`src/rtl/systolic_skew_feeder.sv`:
```
// rtl/systolic_skew_feeder.sv - input FIFO plus per-lane skew chain feeding a systolic array's left edge.
module systolic_skew_feeder #(
    parameter int ROWS  = 4,
    parameter int DEPTH = 4
) (
    input  logic              clk,
    input  logic              rst,
    input  logic              start_i,
    input  logic [7:0]        k_len_i,
    input  logic              in_valid_i,
    output logic              in_ready_o,
    input  logic [8*ROWS-1:0] in_data_i,
    output logic [8*ROWS-1:0] out_data_o,
    output logic [ROWS-1:0]   out_valid_o,
    output logic              pe_enable_o,
    output logic              busy_o,
    output logic              done_o
);

    localparam int AW = (DEPTH > 1) ? $clog2(DEPTH) : 1;
    localparam int CW = $clog2(DEPTH + 1);
    localparam int DW = (ROWS > 1) ? $clog2(ROWS) : 1;
    localparam logic [CW-1:0] FULL_CNT   = CW'(DEPTH);
    localparam logic [AW-1:0] LAST_PTR   = AW'(DEPTH - 1);
    localparam logic [DW-1:0] LAST_DRAIN = DW'(ROWS - 1);

    typedef enum logic [1:0] {
        S_IDLE  = 2'd0,
        S_FEED  = 2'd1,
        S_DRAIN = 2'd2,
        S_DONE  = 2'd3
    } state_t;

    state_t            state_q;
    logic [7:0]        k_len_q;
    logic [7:0]        fed_q;
    logic [DW-1:0]     drain_q;

    logic [8*ROWS-1:0] mem_q [DEPTH];
    logic [AW-1:0]     wr_ptr_q, wr_ptr_d;
    logic [AW-1:0]     rd_ptr_q, rd_ptr_d;
    logic [CW-1:0]     count_q, count_d;

    logic              push;
    logic              pop;
    logic [8*ROWS-1:0] pop_data;

    // Occupancy is registered, so a vector written this cycle cannot be popped until the next.
    assign in_ready_o = (count_q != FULL_CNT);
    assign push       = in_valid_i && in_ready_o;
    assign pop        = (state_q == S_FEED) && (count_q != '0) && (fed_q < k_len_q);
    assign pop_data   = mem_q[rd_ptr_q];

    assign pe_enable_o = (state_q == S_FEED) || (state_q == S_DRAIN);
    assign busy_o      = (state_q != S_IDLE);
    assign done_o      = (state_q == S_DONE);

    always_comb begin
        wr_ptr_d = wr_ptr_q;
        rd_ptr_d = rd_ptr_q;
        count_d  = count_q;
        if (push) begin
            wr_ptr_d = (wr_ptr_q == LAST_PTR) ? '0 : wr_ptr_q + 1'b1;
        end
        if (pop) begin
            rd_ptr_d = (rd_ptr_q == LAST_PTR) ? '0 : rd_ptr_q + 1'b1;
        end
        if (push && !pop) begin
            count_d = count_q + 1'b1;
        end else if (!push && pop) begin
            count_d = count_q - 1'b1;
        end
    end

    always_ff @(posedge clk) begin
        if (push) begin
            mem_q[wr_ptr_q] <= in_data_i;
        end
    end

    always_ff @(posedge clk or posedge rst) begin
        if (rst) begin
            wr_ptr_q <= '0;
            rd_ptr_q <= '0;
            count_q  <= '0;
        end else begin
            wr_ptr_q <= wr_ptr_d;
            rd_ptr_q <= rd_ptr_d;
            count_q  <= count_d;
        end
    end

    always_ff @(posedge clk or posedge rst) begin
        if (rst) begin
            state_q <= S_IDLE;
            k_len_q <= '0;
            fed_q   <= '0;
            drain_q <= '0;
        end else begin
            case (state_q)
                S_IDLE: begin
                    if (start_i) begin
                        k_len_q <= k_len_i;
                        fed_q   <= '0;
                        drain_q <= '0;
                        state_q <= (k_len_i == 8'd0) ? S_DONE : S_FEED;
                    end
                end
                S_FEED: begin
                    if (pop) begin
                        fed_q <= fed_q + 8'd1;
                        if (fed_q + 8'd1 == k_len_q) begin
                            state_q <= S_DRAIN;
                        end
                    end
                end
                S_DRAIN: begin
                    if (drain_q == LAST_DRAIN) begin
                        state_q <= S_DONE;
                    end else begin
                        drain_q <= drain_q + 1'b1;
                    end
                end
                S_DONE: begin
                    state_q <= S_IDLE;
                end
                default: begin
                    state_q <= S_IDLE;
                end
            endcase
        end
    end

    // Lane i is i+1 registers deep; non-pop cycles shift zero bubbles so idle PEs accumulate nothing.
    for (genvar i = 0; i < ROWS; i++) begin : g_lane
        logic [7:0] d_q [0:i];
        logic       v_q [0:i];

        always_ff @(posedge clk or posedge rst) begin
            if (rst) begin
                for (int s = 0; s <= i; s++) begin
                    d_q[s] <= 8'h00;
                    v_q[s] <= 1'b0;
                end
            end else begin
                d_q[0] <= pop ? pop_data[8*i +: 8] : 8'h00;
                v_q[0] <= pop;
                for (int s = 1; s <= i; s++) begin
                    d_q[s] <= d_q[s-1];
                    v_q[s] <= v_q[s-1];
                end
            end
        end

        assign out_data_o[8*i +: 8] = d_q[i];
        assign out_valid_o[i]       = v_q[i];
    end

endmodule

```
`config.mk`:
```
export PLATFORM = sky130hd
export DESIGN_NAME = systolic_skew_feeder
export DESIGN_NICKNAME = d
export VERILOG_FILES = /design/src/rtl/systolic_skew_feeder.sv
export SDC_FILE = /design/constraint.sdc
export NUM_CORES = 1
export LEC_CHECK = 0
export BUFFER_PORTS_ARGS = -buffer_cell sky130_fd_sc_hd__buf_2
export CAP_MARGIN = 15
export CORE_MARGIN = 5
export CORE_UTILIZATION = 40
export DETAILED_ROUTE_END_ITERATION = 10
export RECOVER_POWER = 25
export SLEW_MARGIN = 20
export SYNTH_ARGS = -nofsm -noshare
export SYNTH_HDL_FRONTEND = slang
export SYNTH_SLANG_ARGS = --single-unit
export TNS_END_PERCENT = 5
```
`constraint.sdc`:
```
create_clock -name clk -period 3.1 [get_ports clk]
set_input_delay 0.31 -clock clk [delete_from_list [all_inputs] [get_ports clk]]
set_output_delay 0.31 -clock clk [all_outputs]
set_load 0.03 [all_outputs]
```
* Yosys cells after proc, flatten, opt, wreduce, memory -nomap -nowiden
Memories as Yosys holds them, arrays and structs flattened.
Cells that the tools add are included.
** Cells by class
- $add $sub $neg :: 6
- Magnitude comparators :: 1
- Equality and inequality tests :: 13
- Multiplexer cells :: 22
- Reductions and logical operators :: 19
** Operator list (number)
- two-way mux 8 bit :: 6
- two-way mux 2 bit :: 9
- one-hot mux 8 bit (2 select lines) :: 1
- == test 2 bit (second input constant) :: 5
- adder 8 x 1 -> 8 bit (second input constant) :: 1
- == test 8 bit :: 1
- logical NOT 8 bit :: 1
- < comparator 8 bit :: 1
- one-hot mux 2 bit (4 select lines) :: 1
- nonzero test 2 bit :: 4
- adder 2 x 1 -> 2 bit (second input constant) :: 3
- two-way mux 3 bit :: 2
- inequality test 2 bit (second input constant) :: 3
- AND reduction 3 bit :: 2
- logical AND 1 bit :: 5
- inequality test 2 x 1 -> 1 bit (second input constant) :: 2
- one-hot mux 2 bit (2 select lines) :: 1
- AND reduction 4 bit :: 1
- adder 3 x 1 -> 3 bit (second input constant) :: 1
- inequality test 3 bit (second input constant) :: 1
- nonzero test 3 bit :: 1
- subtractor 3 x 1 -> 3 bit (second input constant) :: 1
- == test 2 x 1 -> 1 bit (second input constant) :: 1
- logical NOT 1 bit :: 2
- 4 further kinds :: 5
** Storage, ports and cells
- Register bits :: 111
- RAM bits :: 128
- Input bits :: 44
- Output and inout port bits :: 40
- Word-level logic and storage cells :: 83
- Memories :: 1
** Memories
- mem_q :: depth 4, width 32, rd ports 1, clocked after memory_dff 0, wr ports 1, line 39 : logic [8*ROWS-1:0] mem_q [DEPTH];

* Longest topological paths before layout
Gate-level depths: netlist (run 1).
- Word-level depth :: 6
- Gate-level depth with buffers :: 14
- Mapped depth without buffers :: 12

* Least setup slack after synthesis (run 1)
No wires, ideal clock.
- Path type :: reg-to-reg
- Start point :: register fed_q[7]
- End point :: register count_q[1]
- Data arrival time :: 2828 ps
- Required time :: 2975 ps
- Slack :: 147 ps
- Cell stages (with the launch flop) :: 11
- Path buffers :: 2
- Period minus slack after synthesis :: 2953 ps
- Cell sequence :: dfrtp_1 -> ha_1 -> a2111oi_2 -> o21ai_0 -> or2_2 -> buf_2 -> buf_2 -> ha_1 -> inv_1 -> fa_1 -> mux2_2
** Between the ends
- Longest elaborated chain between the ends :: 5
** Ends and longest elaborated chain
- from (decl) :: line 36 : logic [7:0] fed_q;
- from (signal assigned) :: line 111 : fed_q <= fed_q + 8'd1;
- < comparator 8 bit :: line 51 : assign pop = (state_q == S_FEED) && (count_q != '0) && (fed_q < k_len_q);
- logical AND 1 bit :: line 51
- logical NOT 1 bit :: line 68 : if (push && !pop) begin
- logical AND 1 bit :: line 68
- two-way mux 3 bit :: line 68
- net count_d[1] :: line 42 : logic [CW-1:0] count_q, count_d;
- to (signal assigned) :: line 89 : count_q <= count_d;
- to (decl) :: line 42
The timed path passes the listed nets, and every way through them passes these cells.
A chain may end at the register's enable or synchronous reset.

* Worst setup path in the final report (run 1)
- Start point :: register state_q[1]
- End point :: register count_q[1]
** Between the ends
- Longest elaborated chain between the ends :: 6
** Ends and longest elaborated chain
- from (decl) :: line 34 : state_t state_q;
- from (signal assigned) :: line 106 : state_q <= (k_len_i == 8'd0) ? S_DONE : S_FEED;
- == test 2 x 1 -> 1 bit :: line 51
- logical AND 1 bit (2 in a row) :: line 51
- logical NOT 1 bit :: line 68
- logical AND 1 bit :: line 68
- two-way mux 3 bit :: line 68
- net count_d[1] :: line 42
The timed path passes the listed nets, and every way through them passes these cells.

==> results of run 1 <==
==> worst max-delay path by stage <==
stage                                      start                     end  slack (ps)  cells past startpoint
after floorplan             fed_q[7]$_DFFE_PP0P_  count_q[1]$_DFFE_PP0P_         150                     10
after global placement    state_q[1]$_DFFE_PP0P_  count_q[1]$_DFFE_PP0P_         390                     10
after detailed placement  state_q[1]$_DFFE_PP0P_  count_q[1]$_DFFE_PP0P_         280                     10
after CTS                 state_q[1]$_DFFE_PP0P_  count_q[1]$_DFFE_PP0P_         270                     10
after global routing      state_q[1]$_DFFE_PP0P_  count_q[1]$_DFFE_PP0P_         100                     10
final                     state_q[1]$_DFFE_PP0P_  count_q[1]$_DFFE_PP0P_         290                     10
==> cell type report <==
class	count	area (sq um)
fill	1939	11700
sequential	239	6620
multi-input combinational	220	2070
clock buffer	36	762
timing repair buffer	119	748
tap	285	357
clock inverter	12	105
inverter	18	71.3
==> sequential cells by signal, indices dropped and copies added (netlist names), 3 cells and up <==
name and cells:
count_q 3, fed_q 8, g_lane.d_q 56, g_lane.v_q 3
k_len_q 8, mem_q 128, out_data_o 24
==> timing repair <==
action                    in CTS  in global routing
buffers inserted               0                  0
hold buffers                  31                  0
hold endpoints to repair     164                  0
==> power by group through the flow <==
stage / registers [mW] / clock network [mW] / logic (mW)
after floorplan: 4.77 / 0 / 2.37
after global placement: 4.86 / 0 / 2.87
after detailed placement: 4.91 / 0 / 2.93
after CTS: 4.85 / 3.13 / 2.98
after global routing: 4.95 / 3.25 / 3.20
final: 4.82 / 3.03 / 2.90
==> through the flow <==
| stage | util | total power, mW |
|---|---|---|
| 2_1_floorplan | - | 7.13 |
| 3_3_place_gp | 0.428 | 7.73 |
| 3_5_place_dp | 0.428 | 7.83 |
| 4_1_cts | 0.480 | 11.0 |
| 5_1_grt | 0.479 | 11.4 |
| 6_report | 0.479 | 10.7 |
==> cell families (layout without fill, tap and decap cells) <==
| group | Yosys count | count (layout) |
|---|---|---|
| AOI/OAI and AO/OA | 42 | 42 |
| xor gates and xnor gates | 14 | 14 |
| adders and majority gates | 22 | 22 |
| buffers and inverters | 61 | 185 |
| DFF | 239 | 239 |
| muxes | 46 | 46 |
| and+or+nand+nor | 96 | 96 |
==> placed cells by master, fill, tap and decap left out, types with 3 or more instances in the layout <==
master	instances
sky130_fd_sc_hd__a21oi_1	7
sky130_fd_sc_hd__a22o_1	3
sky130_fd_sc_hd__and3_2	4
sky130_fd_sc_hd__buf_2	61
sky130_fd_sc_hd__buf_4	4
sky130_fd_sc_hd__clkbuf_1	28
sky130_fd_sc_hd__clkbuf_16	29
sky130_fd_sc_hd__clkinv_1	3
sky130_fd_sc_hd__clkinv_2	3
sky130_fd_sc_hd__clkinvlp_4	3
sky130_fd_sc_hd__dfrtp_1	109
sky130_fd_sc_hd__dlygate4sd3_1	31
sky130_fd_sc_hd__edfxtp_1	128
sky130_fd_sc_hd__ha_1	21
sky130_fd_sc_hd__inv_1	17
sky130_fd_sc_hd__mux2_2	11
sky130_fd_sc_hd__mux2i_1	3
sky130_fd_sc_hd__mux4_2	32
sky130_fd_sc_hd__nand2_1	19
sky130_fd_sc_hd__nand3_1	5
sky130_fd_sc_hd__nor2_1	12
sky130_fd_sc_hd__nor2b_1	34
sky130_fd_sc_hd__nor3_1	7
sky130_fd_sc_hd__nor4_1	4
sky130_fd_sc_hd__o21ai_0	18
sky130_fd_sc_hd__xnor2_1	8
sky130_fd_sc_hd__xor2_1	6
==> metal layers <==
metal,track usage,vias to the layer above,part of all wire
met4,0.0368,0,0.024
met3,0.0274,34,0.048
met5,0,-,0
met1,0.157,2297,0.41
li1,-,2101,-
met2,0.225,98,0.52
==> worst max-delay path, stage by stage (launching register included) <==
cell	delay (ps)
sky130_fd_sc_hd__dfrtp_1	410
sky130_fd_sc_hd__inv_1	130
sky130_fd_sc_hd__ha_1	310
sky130_fd_sc_hd__inv_1	170
sky130_fd_sc_hd__a2111oi_2	220
sky130_fd_sc_hd__o21ai_0	160
sky130_fd_sc_hd__or2_2	330
sky130_fd_sc_hd__ha_1	210
sky130_fd_sc_hd__inv_1	70
sky130_fd_sc_hd__fa_1	410
sky130_fd_sc_hd__mux2_2	270
==> impl_summary.txt, run 1 <==
----------------------------------------------------
[Setup path]
  Arrival time reported for the critical path endpoint ... 3220 ps
  Max Fanout on Critical Path ... 8
  Startpoint types ... register
  Crit. End Element ... register
  Launch instance of the worst register-to-register path ... state_q[1]$_DFFE_PP0P_
  Flop-to-flop setup slack ... 290 ps
  Capturing point of the worst reg2reg path ... count_q[1]$_DFFE_PP0P_
  Type of the worst setup path ... register to register
  Worst reg2reg path depth ... 10
  Data required time at the worst endpoint ... 3500 ps

[Synth]
  Proportion of synthesized chip area in sequential cells ... 0.733
  Largest family of logic cells by synthesized area ... multiplexers
  Xor/xnor share of the synthesized area ... 0.0136
  Area fraction in and, or, nand and nor cells after synthesis ... 0.0573
  Fraction of synthesized cell area taken by the top area cell type ... 0.425
  Proportion of synthesized area in mux cells ... 0.0968
  Dominant cell by count in the synthesized netlist ... sky130_fd_sc_hd__edfxtp_1
  Post-synthesis async set-or-reset flop share ... 0.464
  Library cell with the largest summed area after synthesis ... sky130_fd_sc_hd__edfxtp_1
  Area fraction in compound gates after synthesis ... 0.0301
  Synth warn ... 0
  Flip-flop cell with the highest count after synthesis ... sky130_fd_sc_hd__edfxtp_1
  Synth Instances ... 520
  Nets in the synthesized netlist ... 586
  Cell Area, Synth ... 9030 sq um
  Number of distinct library cells after synthesis ... 47
  Adder-cell share of the synthesized area ... 0.0313
  Leading post-synthesis cells by instance count ... sky130_fd_sc_hd__edfxtp_1 (128), sky130_fd_sc_hd__dfrtp_1 (111), sky130_fd_sc_hd__nor2b_1 (34), sky130_fd_sc_hd__mux4_2 (32), sky130_fd_sc_hd__buf_4 (26)
  Post-Synthesis Mean Instance Area ... 17.4 sq um
  Top cells by area in the synthesized netlist ... sky130_fd_sc_hd__edfxtp_1 (43%), sky130_fd_sc_hd__dfrtp_1 (31%), sky130_fd_sc_hd__mux4_2 (8.0%), sky130_fd_sc_hd__ha_1 (2.9%), sky130_fd_sc_hd__nor2b_1 (2.4%)
  Register bit count reported by yosys ... 239
  Number of enable flip-flop cells after synthesis ... 128

[Clocking]
  Clock Root Buffer ... sky130_fd_sc_hd__clkbuf_16
  Latest clock arrival within the worst-skew pair ... 530 ps
  Number of buffers created by CTS ... 26
  CTS sink cnt ... 239
  Maximum level of the CTS H-tree ... 1
  Post-CTS sizing ... 0
  Deepest clock path buffer count ... 3
  Clock tree from TritonCTS ... built
  Clock transition time at the flip-flop clock pins of the worst setup and hold paths ... 60 ps

[Final layout]
  Area growth, synth to finish ... 18.9%
  Final layout net count ... 690
  Final instance area ... 10700 sq um
  Non-filler instance count after layout ... 929
  Fraction of final layout cells sized beyond drive strength 1 ... 0.245
  Count of antenna diodes in the layout ... 0

[Floorplanning]
  Die Y ... 160 um
  Area of the die ... 25700 sq um
  Floorplan core area ... 22400 sq um
  Initial core utilization ... 0.403
  Horizontal die dimension ... 160 um
  Number of I/O pins ... 84
  Number of placement rows ... 55

[Pwr]
  LEAKAGE ... 4.31 nW
  Fraction of power spent switching nets ... 0.313
  Sw Pwr ... 3.37 mW
  Maximum ir drop on the vdd rail ... 606 uV
  Internal power ... 7.38 mW
  Combinational share of power ... 0.270
  Portion of total power attributed to the clock network ... 0.282
  Sequential share of power ... 0.449
  Total power density per cell area ... 1000 nW/um^2

[Placement]
  Total half-perimeter wirelength after legalization and detailed placement ... 9.30 mm
  Number of buffer cells added on primary ports ... 83
  Placed Cells ... 850
  Worst slack at placement ... 283 ps
  Total placed instance area ... 9590 sq um
  Final weighted congestion of routability-driven global placement ... 0.840

[Outcome]
  Run status ... finished, final reports clean

[STA]
  Final setup violating endpoints ... 0
  Slew of the pin with the lowest slew margin ... 909 ps
  Post-layout worst setup margin ... 287 ps
  Maximum achievable frequency ... 355 MHz
  Headroom to the max-slew limit ... 0.394
  Worst Skew ... 17.5 ps
  RSZ-0062 raised after global routing ... no
  Setup TNS ... 0 ps
  Share of the clock period used by the worst path ... 0.907
  Worst slack on hold paths ... 43.8 ps
  Shortest clock period the worst path allows after layout ... 2810 ps
  Number of failing hold endpoints at the final stage ... 0
  Max-slew violation count ... 0

[Job]
  Max-cap violations ... 0

[Hold path]
  Class of the tightest hold or removal check ... input port to register
  Hold Path Stages ... 2
  Hold endpoint ... k_len_q[6]$_DFFE_PP0P_
  Hold path startpoint ... k_len_i[6]

[Global routing]
  Largest net degree at the start of global routing ... 66
  Global Route Usage Sum ... 0.127
  Via count of the first global-routing pass ... 5041
  Global-route wire length before repair ... 26.5 mm
  GR Overflow Total ... 0
  Initial antenna violation count ... 0

[Routing]
  Via total after detailed routing ... 4530
  Routed len/inst ... 17.1 um
  DR DRC count ... 0
  Number of DRC markers in iteration 0 ... 190
  Number of optimization iterations in the first detailed-route pass ... 4
  Detailed Route WL ... 15.9 mm
  Via density per instance ... 4.88
  Antenna-violating nets left ... 0

----------------------------------------------------
No activity file was read; power rests on OpenSTA's default activity.
==> run 2, diff against run 1 <==
Settings changed: ABC_AREA set to 1, CORE_UTILIZATION 40 to 29.
==> run 2 against run 1 <==
Against the previous run:
- core utilization shrank 12 points
- design area grew 3.3%
- sequential share of layout area shrank 2.0 points
- via count grew 21%
- critical path depth is the same
- synthesized area is essentially flat
- die area grew 35%
- largest power group unchanged
- routed wire length grew 19%
- hold slack is essentially flat
- clock skew shrank 5.8 ps
==> impl_summary.txt, run 2 <==
----------------------------------------------------
[Clocking]
  Maximum level of the CTS H-tree ... 1 (unchanged)
  Clock Root Buffer ... sky130_fd_sc_hd__clkbuf_16
  Deepest clock path buffer count ... 3 (unchanged)
  Total setup buffers inserted after CTS ... 0 (unchanged)
  Number of buffers created by CTS ... 26 (unchanged)
  Latest clock arrival within the worst-skew pair ... 530 ps (about the same)
  CTS sink cnt ... 239 (unchanged)
  Post-CTS sizing ... 0 (unchanged)
  Clock transition time at the flip-flop clock pins of the worst setup and hold paths ... 60 ps (about the same)
  Clock tree from TritonCTS ... built

[Final layout]
  Final layout net count ... 900 (+30%)
  Final Core Density ... 0.362 (-0.117)
  Fraction of final layout cells sized beyond drive strength 1 ... 0.157 (-0.0884)
  Top library cells by usage in the layout, fill and taps aside ... sky130_fd_sc_hd__nor2_1 (145), sky130_fd_sc_hd__edfxtp_1 (128), sky130_fd_sc_hd__dfrtp_1 (109), sky130_fd_sc_hd__o21ai_0 (75), sky130_fd_sc_hd__buf_2 (62)
  Filler instances ... 2952 (+52%)
  Area growth, synth to finish ... 22.9%
  Top register by number of flip-flops ... mem_q
  Commonest non-fill, non-tap cell in the layout ... sky130_fd_sc_hd__nor2_1
  Flip-flop count of the largest register, all copies and words added ... 128 (unchanged)

[Synth]
  Leading post-synthesis cells by instance count ... sky130_fd_sc_hd__nor2_1 (149), sky130_fd_sc_hd__edfxtp_1 (128), sky130_fd_sc_hd__dfrtp_1 (111), sky130_fd_sc_hd__o21ai_0 (75), sky130_fd_sc_hd__nand2_1 (57)
  Number of distinct library cells after synthesis ... 27 (-43%)
  Post-Synthesis Mean Instance Area ... 12.4 sq um (-29%)
  Dominant cell by count in the synthesized netlist ... sky130_fd_sc_hd__nor2_1
  Fraction of synthesized cell area taken by the top area cell type ... 0.426 (about the same)
  Xor/xnor share of the synthesized area ... 0.00194 (-0.0116)
  Largest family of logic cells by synthesized area ... simple AND/OR/NAND/NOR gates
  Cell Area, Synth ... 9030 sq um (about the same)
  Library cell with the largest summed area after synthesis ... sky130_fd_sc_hd__edfxtp_1
  Flip-flop cell with the highest count after synthesis ... sky130_fd_sc_hd__edfxtp_1
  Register bit count reported by yosys ... 239 (unchanged)
  Area fraction in compound gates after synthesis ... 0.0776 (+0.0476)
  Number of enable flip-flop cells after synthesis ... 128 (unchanged)
  Top cells by area in the synthesized netlist ... sky130_fd_sc_hd__edfxtp_1 (43%), sky130_fd_sc_hd__dfrtp_1 (31%), sky130_fd_sc_hd__nor2_1 (6.2%), sky130_fd_sc_hd__o21ai_0 (4.2%), sky130_fd_sc_hd__ha_1 (2.9%)
  Post-synthesis async set-or-reset flop share ... 0.464 (unchanged)
  Adder-cell share of the synthesized area ... 0.0313 (about the same)
  Synth warn ... 0 (unchanged)
  Proportion of synthesized chip area in sequential cells ... 0.733 (about the same)
  Synth Instances ... 727 (+40%)
  Nets in the synthesized netlist ... 793 (+35%)
  Area fraction in and, or, nand and nor cells after synthesis ... 0.107 (+0.0497)
  Proportion of synthesized area in mux cells ... 0.00125 (-0.0956)

[STA]
  Headroom to the max-slew limit ... 0.480 (+0.0864)
  Final setup violating endpoints ... 0 (unchanged)
  Worst Skew ... 11.7 ps (-5.79 ps)
  Maximum achievable frequency ... 423 MHz (+19%)
  Setup TNS ... 0 ps (unchanged)
  Shortest clock period the worst path allows after layout ... 2370 ps (-447 ps)
  RSZ-0062 raised after global routing ... no
  Max-slew violation count ... 0 (unchanged)
  Slew of the pin with the lowest slew margin ... 778 ps (-131 ps)
  Share of the clock period used by the worst path ... 0.763 (-0.144)
  Number of failing hold endpoints at the final stage ... 0 (unchanged)

[Global routing]
  Initial antenna violation count ... 0 (unchanged)
  Global-route track usage on met3 ... 0.0217 (-0.00568)
  Largest net degree at the start of global routing ... 67 (+1.5%)
  Global Route Usage Sum ... 0.106 (-0.0216)
  Layer with the highest usage ... met2
  Global-route wire length before repair ... 30.4 mm (+15%)
  Met1 track demand over resource ... 0.141 (-0.0167)
  Via count of the first global-routing pass ... 5563 (+10%)
  GR Layer Usage met2 ... 0.175 (-0.0507)
  GR Overflow Total ... 0 (unchanged)

[Routing]
  Number of DRC markers in iteration 0 ... 303 (+59%)
  Via total after detailed routing ... 5479 (+21%)
  DR DRC count ... 0 (unchanged)
  Via density per instance ... 4.38 (-10%)
  Number of optimization iterations in the first detailed-route pass ... 4 (unchanged)
  Routed len/inst ... 15.0 um (-12%)
  Detailed Route WL ... 18.8 mm (+19%)
  Antenna-violating nets left ... 0 (unchanged)

[Setup path]
  Max Fanout on Critical Path ... 34 (+26)
  Data required time at the worst endpoint ... 3500 ps (about the same)
  Startpoint types ... register
  Arrival time reported for the critical path endpoint ... 2770 ps (-450 ps)
  Timing startpoint of the critical path ... fed_q[3]$_DFFE_PP0P_
  Type of the worst setup path ... register to register
  Launch instance of the worst register-to-register path ... fed_q[3]$_DFFE_PP0P_
  Crit. End Element ... register

[Outcome]
  Run status ... finished, final reports clean

[Placement]
  Number of buffer cells added on primary ports ... 83 (unchanged)
  Final weighted congestion of routability-driven global placement ... 0.799 (-4.9%)
  Total half-perimeter wirelength after legalization and detailed placement ... 11.2 mm (+20%)

[Job]
  Max-cap violations ... 0 (unchanged)

[Floorplanning]
  Initial core utilization ... 0.294 (-0.108)
  Number of placement rows ... 64 (+16%)
  Die Y ... 186 um (+16%)
  Floorplan core area ... 30700 sq um (+37%)
  Horizontal die dimension ... 186 um (+16%)
  Area of the die ... 34800 sq um (+35%)
  Number of I/O pins ... 84 (unchanged)

[Pwr]
  Maximum ir drop on the vdd rail ... 472 uV (-22%)
  Total power density per cell area ... 1030 nW/um^2 (+2.6%)
  LEAKAGE ... 4.59 nW (+6.4%)

[Hold path]
  Hold path startpoint ... k_len_i[0]
  Class of the tightest hold or removal check ... input port to register

----------------------------------------------------
## run 2: area by class of cell
cell class / count / area, sq um / area share
tap: 396 / 495 / 0.0446
antenna: 1 / 2.50 / 0.000225
multi-input combinational: 399 / 2010 / 0.181
inverter: 39 / 150 / 0.0135
clock buffer: 33 / 717 / 0.0646
sequential: 239 / 6620 / 0.597
timing repair buffer: 129 / 840 / 0.0756
clock inverter: 15 / 262 / 0.0236
## run 2: worst max-delay path, cell delays in order (launching register included)
cell and delay (ps):
sky130_fd_sc_hd__dfrtp_1 440, sky130_fd_sc_hd__ha_1 330, sky130_fd_sc_hd__a21oi_1 210, sky130_fd_sc_hd__o21ai_0 130
sky130_fd_sc_hd__nand2_1 110, sky130_fd_sc_hd__nand3_4 70, sky130_fd_sc_hd__buf_4 300, sky130_fd_sc_hd__a21oi_4 290
sky130_fd_sc_hd__o21ai_2 190, sky130_fd_sc_hd__nand2_1 100, sky130_fd_sc_hd__o21ai_1 60
## run 2: worst paths after layout
path	end	slack [ps]	cells past startpoint
min in group asynchronous	g_lane[3].d_q[16]$_DFF_PP0_	480	3
worst min-delay path	k_len_q[0]$_DFFE_PP0P_	40	2
worst max-delay path	fed_q[6]$_DFFE_PP0P_	730	10
worst min register to register	g_lane[3].d_q[14]$_DFF_PP0_	340	0
max in group asynchronous	rd_ptr_q[0]$_DFFE_PP0P_	1930	4
worst max register to register	fed_q[6]$_DFFE_PP0P_	730	10
## run 2: per-layer routing
layer  part of all wire  vias to the layer above
met5                  0                        -
met4              0.025                        0
met2               0.47                      131
met3              0.058                       42
met1               0.45                     2642
li1                   -                     2664
## run 2: cell families after synthesis
family,after synthesis
simple gates,240
flops,239
compound gates,134
buf+inv,89
fa+ha+maj,22
xor+xnor,2
mux,1
## run 2: per-stage QoR
step | area, sq um | hold WS (ps) | power (mW) | setup slack (ps) | std cells
6_report | 11100 | 43.4 | 11.4 | 734 | 1251
5_1_grt | 11100 | 31.9 | 12.1 | 556 | 1250
4_1_cts | 11100 | 1.29 | 11.6 | 735 | 1250
3_5_place_dp | 9820 | 336 | 8.03 | 764 | 1170
3_3_place_gp | 9820 | 333 | 7.98 | 796 | 1170
2_1_floorplan | 9030 | 331 | 7.17 | 396 | 727
## run 2: where the power goes
part           internal [mW]  total, mW  switching [mW]
logic                  0.921       3.22            2.30
clock network           2.22       3.45            1.23
registers               4.40       4.73           0.331
## run 2: timing repair
item	4_1_cts	5_1_grt
hold buffers	32	0
endpoints found under the hold margin	153	0
endpoints found under the setup margin	0	0
==> run 3, diff against run 2 <==
Clock period 3.1 ns to 2.18 ns, I/O delays scaled along.
==> run 3 against run 2 <==
Against the previous run:
- clock-buffer cell count is 2 lower
- critical path type unchanged
- routed wire length is 0.89% higher
- critical endpoint is now count_q[2]$_DFFE_PP0P_
- final cell count is 2.6% higher
- non-clock buffer count is 31 higher
- register-to-register slack worse by 620 ps
- design area is 3.5% higher
- global-route usage is 0.25 points higher
- clock skew is 6.8 ps higher
==> impl_summary.txt, run 3 (synthesis results as in run 2) <==
----------------------------------------------------
[STA]
  Final setup violating endpoints ... 0 (unchanged)
  Worst Skew ... 18.5 ps (+6.77 ps)
  Maximum achievable frequency ... 485 MHz (+15%)
  Worst slack on hold paths ... 169 ps (+126 ps)
  Max-slew violation count ... 0 (unchanged)
  Shortest clock period the worst path allows after layout ... 2060 ps (-303 ps)
  Headroom to the max-slew limit ... 0.570 (+0.0902)
  Setup TNS ... 0 ps (unchanged)
  Share of the clock period used by the worst path ... 0.946 (+0.183)
  Slew of the pin with the lowest slew margin ... 643 ps (-135 ps)
  Number of failing hold endpoints at the final stage ... 0 (unchanged)

[Hold path]
  Class of the tightest hold or removal check ... input port to register

[Final layout]
  Top register by number of flip-flops ... mem_q
  Count of antenna diodes in the layout ... 0 (-1)
  Flip-flop count of the largest register, all copies and words added ... 128 (unchanged)
  Final layout net count ... 932 (+3.6%)
  Fraction of final layout cells sized beyond drive strength 1 ... 0.202 (+0.0449)
  Area growth, synth to finish ... 27.2%
  Final Core Density ... 0.374 (+0.0125)
  Commonest non-fill, non-tap cell in the layout ... sky130_fd_sc_hd__nor2_1
  Top library cells by usage in the layout, fill and taps aside ... sky130_fd_sc_hd__nor2_1 (144), sky130_fd_sc_hd__edfxtp_1 (128), sky130_fd_sc_hd__dfrtp_1 (109), sky130_fd_sc_hd__o21ai_0 (72), sky130_fd_sc_hd__buf_2 (62)

[Global routing]
  Via count of the first global-routing pass ... 5758 (+3.5%)
  Global Route Usage Sum ... 0.108 (+0.00247)
  Global-route wire length before repair ... 31.1 mm (+2.2%)
  Largest net degree at the start of global routing ... 67 (unchanged)
  GR Overflow Total ... 0 (unchanged)
  Initial antenna violation count ... 0 (unchanged)

[Pwr]
  LEAKAGE ... 4.73 nW (+3.2%)
  Maximum ir drop on the vdd rail ... 787 uV (+67%)
  PnR Total Power ... 16.4 mW (+44%)
  Total power density per cell area ... 1430 nW/um^2 (+40%)

[Clocking]
  Latest clock arrival within the worst-skew pair ... 540 ps (about the same)
  Clock tree from TritonCTS ... built
  Deepest clock path buffer count ... 3 (unchanged)
  Clock transition time at the flip-flop clock pins of the worst setup and hold paths ... 60 ps (about the same)
  Maximum level of the CTS H-tree ... 1 (unchanged)
  CTS sink cnt ... 239 (unchanged)
  Number of buffers created by CTS ... 27 (+3.8%)
  Clock Root Buffer ... sky130_fd_sc_hd__clkbuf_16

[Floorplanning]
  Floorplan core area ... 30700 sq um (unchanged)
  Initial core utilization ... 0.294 (unchanged)
  Number of placement rows ... 64 (unchanged)
  Die Y ... 186 um (unchanged)
  Area of the die ... 34800 sq um (unchanged)
  Number of I/O pins ... 84 (unchanged)
  Horizontal die dimension ... 186 um (unchanged)

[Outcome]
  Run status ... finished, final reports clean

[Setup path]
  Type of the worst setup path ... register to register
  Max Fanout on Critical Path ... 2 (-94%)
  Startpoint types ... register
  Data required time at the worst endpoint ... 2590 ps (-910 ps)
  Crit. End Element ... register
  Arrival time reported for the critical path endpoint ... 2480 ps (-290 ps)

[Placement]
  Final weighted congestion of routability-driven global placement ... 0.748 (-6.4%)
  Total half-perimeter wirelength after legalization and detailed placement ... 11.3 mm (+0.90%)
  Number of buffer cells added on primary ports ... 83 (unchanged)

[Routing]
  Routed len/inst ... 14.8 um (-1.6%)
  Via total after detailed routing ... 5530 (+0.93%)
  Detailed Route WL ... 19.0 mm (+0.89%)
  Number of DRC markers in iteration 0 ... 257 (-15%)
  DR DRC count ... 0 (unchanged)
  Via density per instance ... 4.31 (-1.6%)
  Number of optimization iterations in the first detailed-route pass ... 4 (unchanged)
  Antenna-violating nets left ... 0 (unchanged)

[Job]
  Max-cap violations ... 0 (unchanged)

----------------------------------------------------
run 3: cell types whose count changed in the layout (fill, tap and decap cells not counted), moves of 4 or more:
cell,change
sky130_fd_sc_hd__a21oi_2,+5
sky130_fd_sc_hd__nand2_2,+4
sky130_fd_sc_hd__buf_4,+15
sky130_fd_sc_hd__buf_12,+6
sky130_fd_sc_hd__inv_2,+4
sky130_fd_sc_hd__ha_1,-4
sky130_fd_sc_hd__dlygate4sd3_1,+9
sky130_fd_sc_hd__inv_1,-4
sky130_fd_sc_hd__ha_4,+4
sky130_fd_sc_hd__nand2_1,-4
sky130_fd_sc_hd__a21oi_1,-5
run 3: critical path: stages, from the launching register on:
cell and delay [ps]:
sky130_fd_sc_hd__dfrtp_1 380, sky130_fd_sc_hd__ha_1 300, sky130_fd_sc_hd__a21oi_2 70, sky130_fd_sc_hd__o21ai_2 160, sky130_fd_sc_hd__nand2_2 80, sky130_fd_sc_hd__nand3_4 80
sky130_fd_sc_hd__ha_4 130, sky130_fd_sc_hd__inv_2 40, sky130_fd_sc_hd__fa_2 360, sky130_fd_sc_hd__a21oi_2 110, sky130_fd_sc_hd__o21ai_1 80, sky130_fd_sc_hd__xor2_1 140
run 3: path summary, 6_finish.rpt:
path                                            start                          end  slack, ps  depth (start not counted)
min                                        in_valid_i      wr_ptr_q[0]$_DFFE_PP0P_        170                          4
max                              fed_q[1]$_DFFE_PP0P_       count_q[2]$_DFFE_PP0P_        120                         11
min in group asynchronous                         rst  g_lane[2].d_q[23]$_DFF_PP0_        320                          3
min reg2reg                g_lane[3].d_q[9]$_DFF_PP0_     out_data_o[25]$_DFF_PP0_        340                          0
max reg2reg                      fed_q[1]$_DFFE_PP0P_       count_q[2]$_DFFE_PP0P_        120                         11
max in group asynchronous                         rst   g_lane[3].v_q[2]$_DFF_PP0_       1200                          4
run 3: through the flow:
| step | setup slack, ps | instances | instance area, sq um |
|---|---|---|---|
| after floorplan | -524 | 727 | 9030 |
| after global placement | -55.0 | 1190 | 10000 |
| after detailed placement | -85.3 | 1190 | 10000 |
| after CTS | 8.56 | 1281 | 11400 |
| after global routing | -6.27 | 1283 | 11500 |
| final | 118 | 1283 | 11500 |
run 3: timing repair:
| item | CTS | global route |
|---|---|---|
| endpoints found under the setup margin | 11 | 12 |
| hold buffers | 41 | 0 |
| buffers inserted | 0 | 2 |
| gates cloned | 0 | 0 |
| endpoints found under the hold margin | 158 | 0 |
| gates resized for setup | 3 | 23 |
| pin swaps | 1 | 8 |
run 3: where the power goes:
part / internal, mW / switching (mW) / leakage [nW]
combinational: 1.68 / 3.41 / 1.66
sequential: 6.25 / 0.451 / 2.62
clock: 2.83 / 1.82 / 0.455
run 3: layout make-up:
class,count,area (sq um)
flip-flops and latches,239,6620
clock buffers,31,711
clock inverters,19,224
multi-input cells,399,2100
repair buffers,160,1170
well taps,396,495
fillers,2927,19200
inverters,39,150
run 3: layer usage:
layer	up-vias	GRT usage	wire, um
li1	2737	-	-
met1	2657	0.142	8430
met2	102	0.180	9180
met3	34	0.0235	927
met4	0	0.0316	437
met5	-	0	0
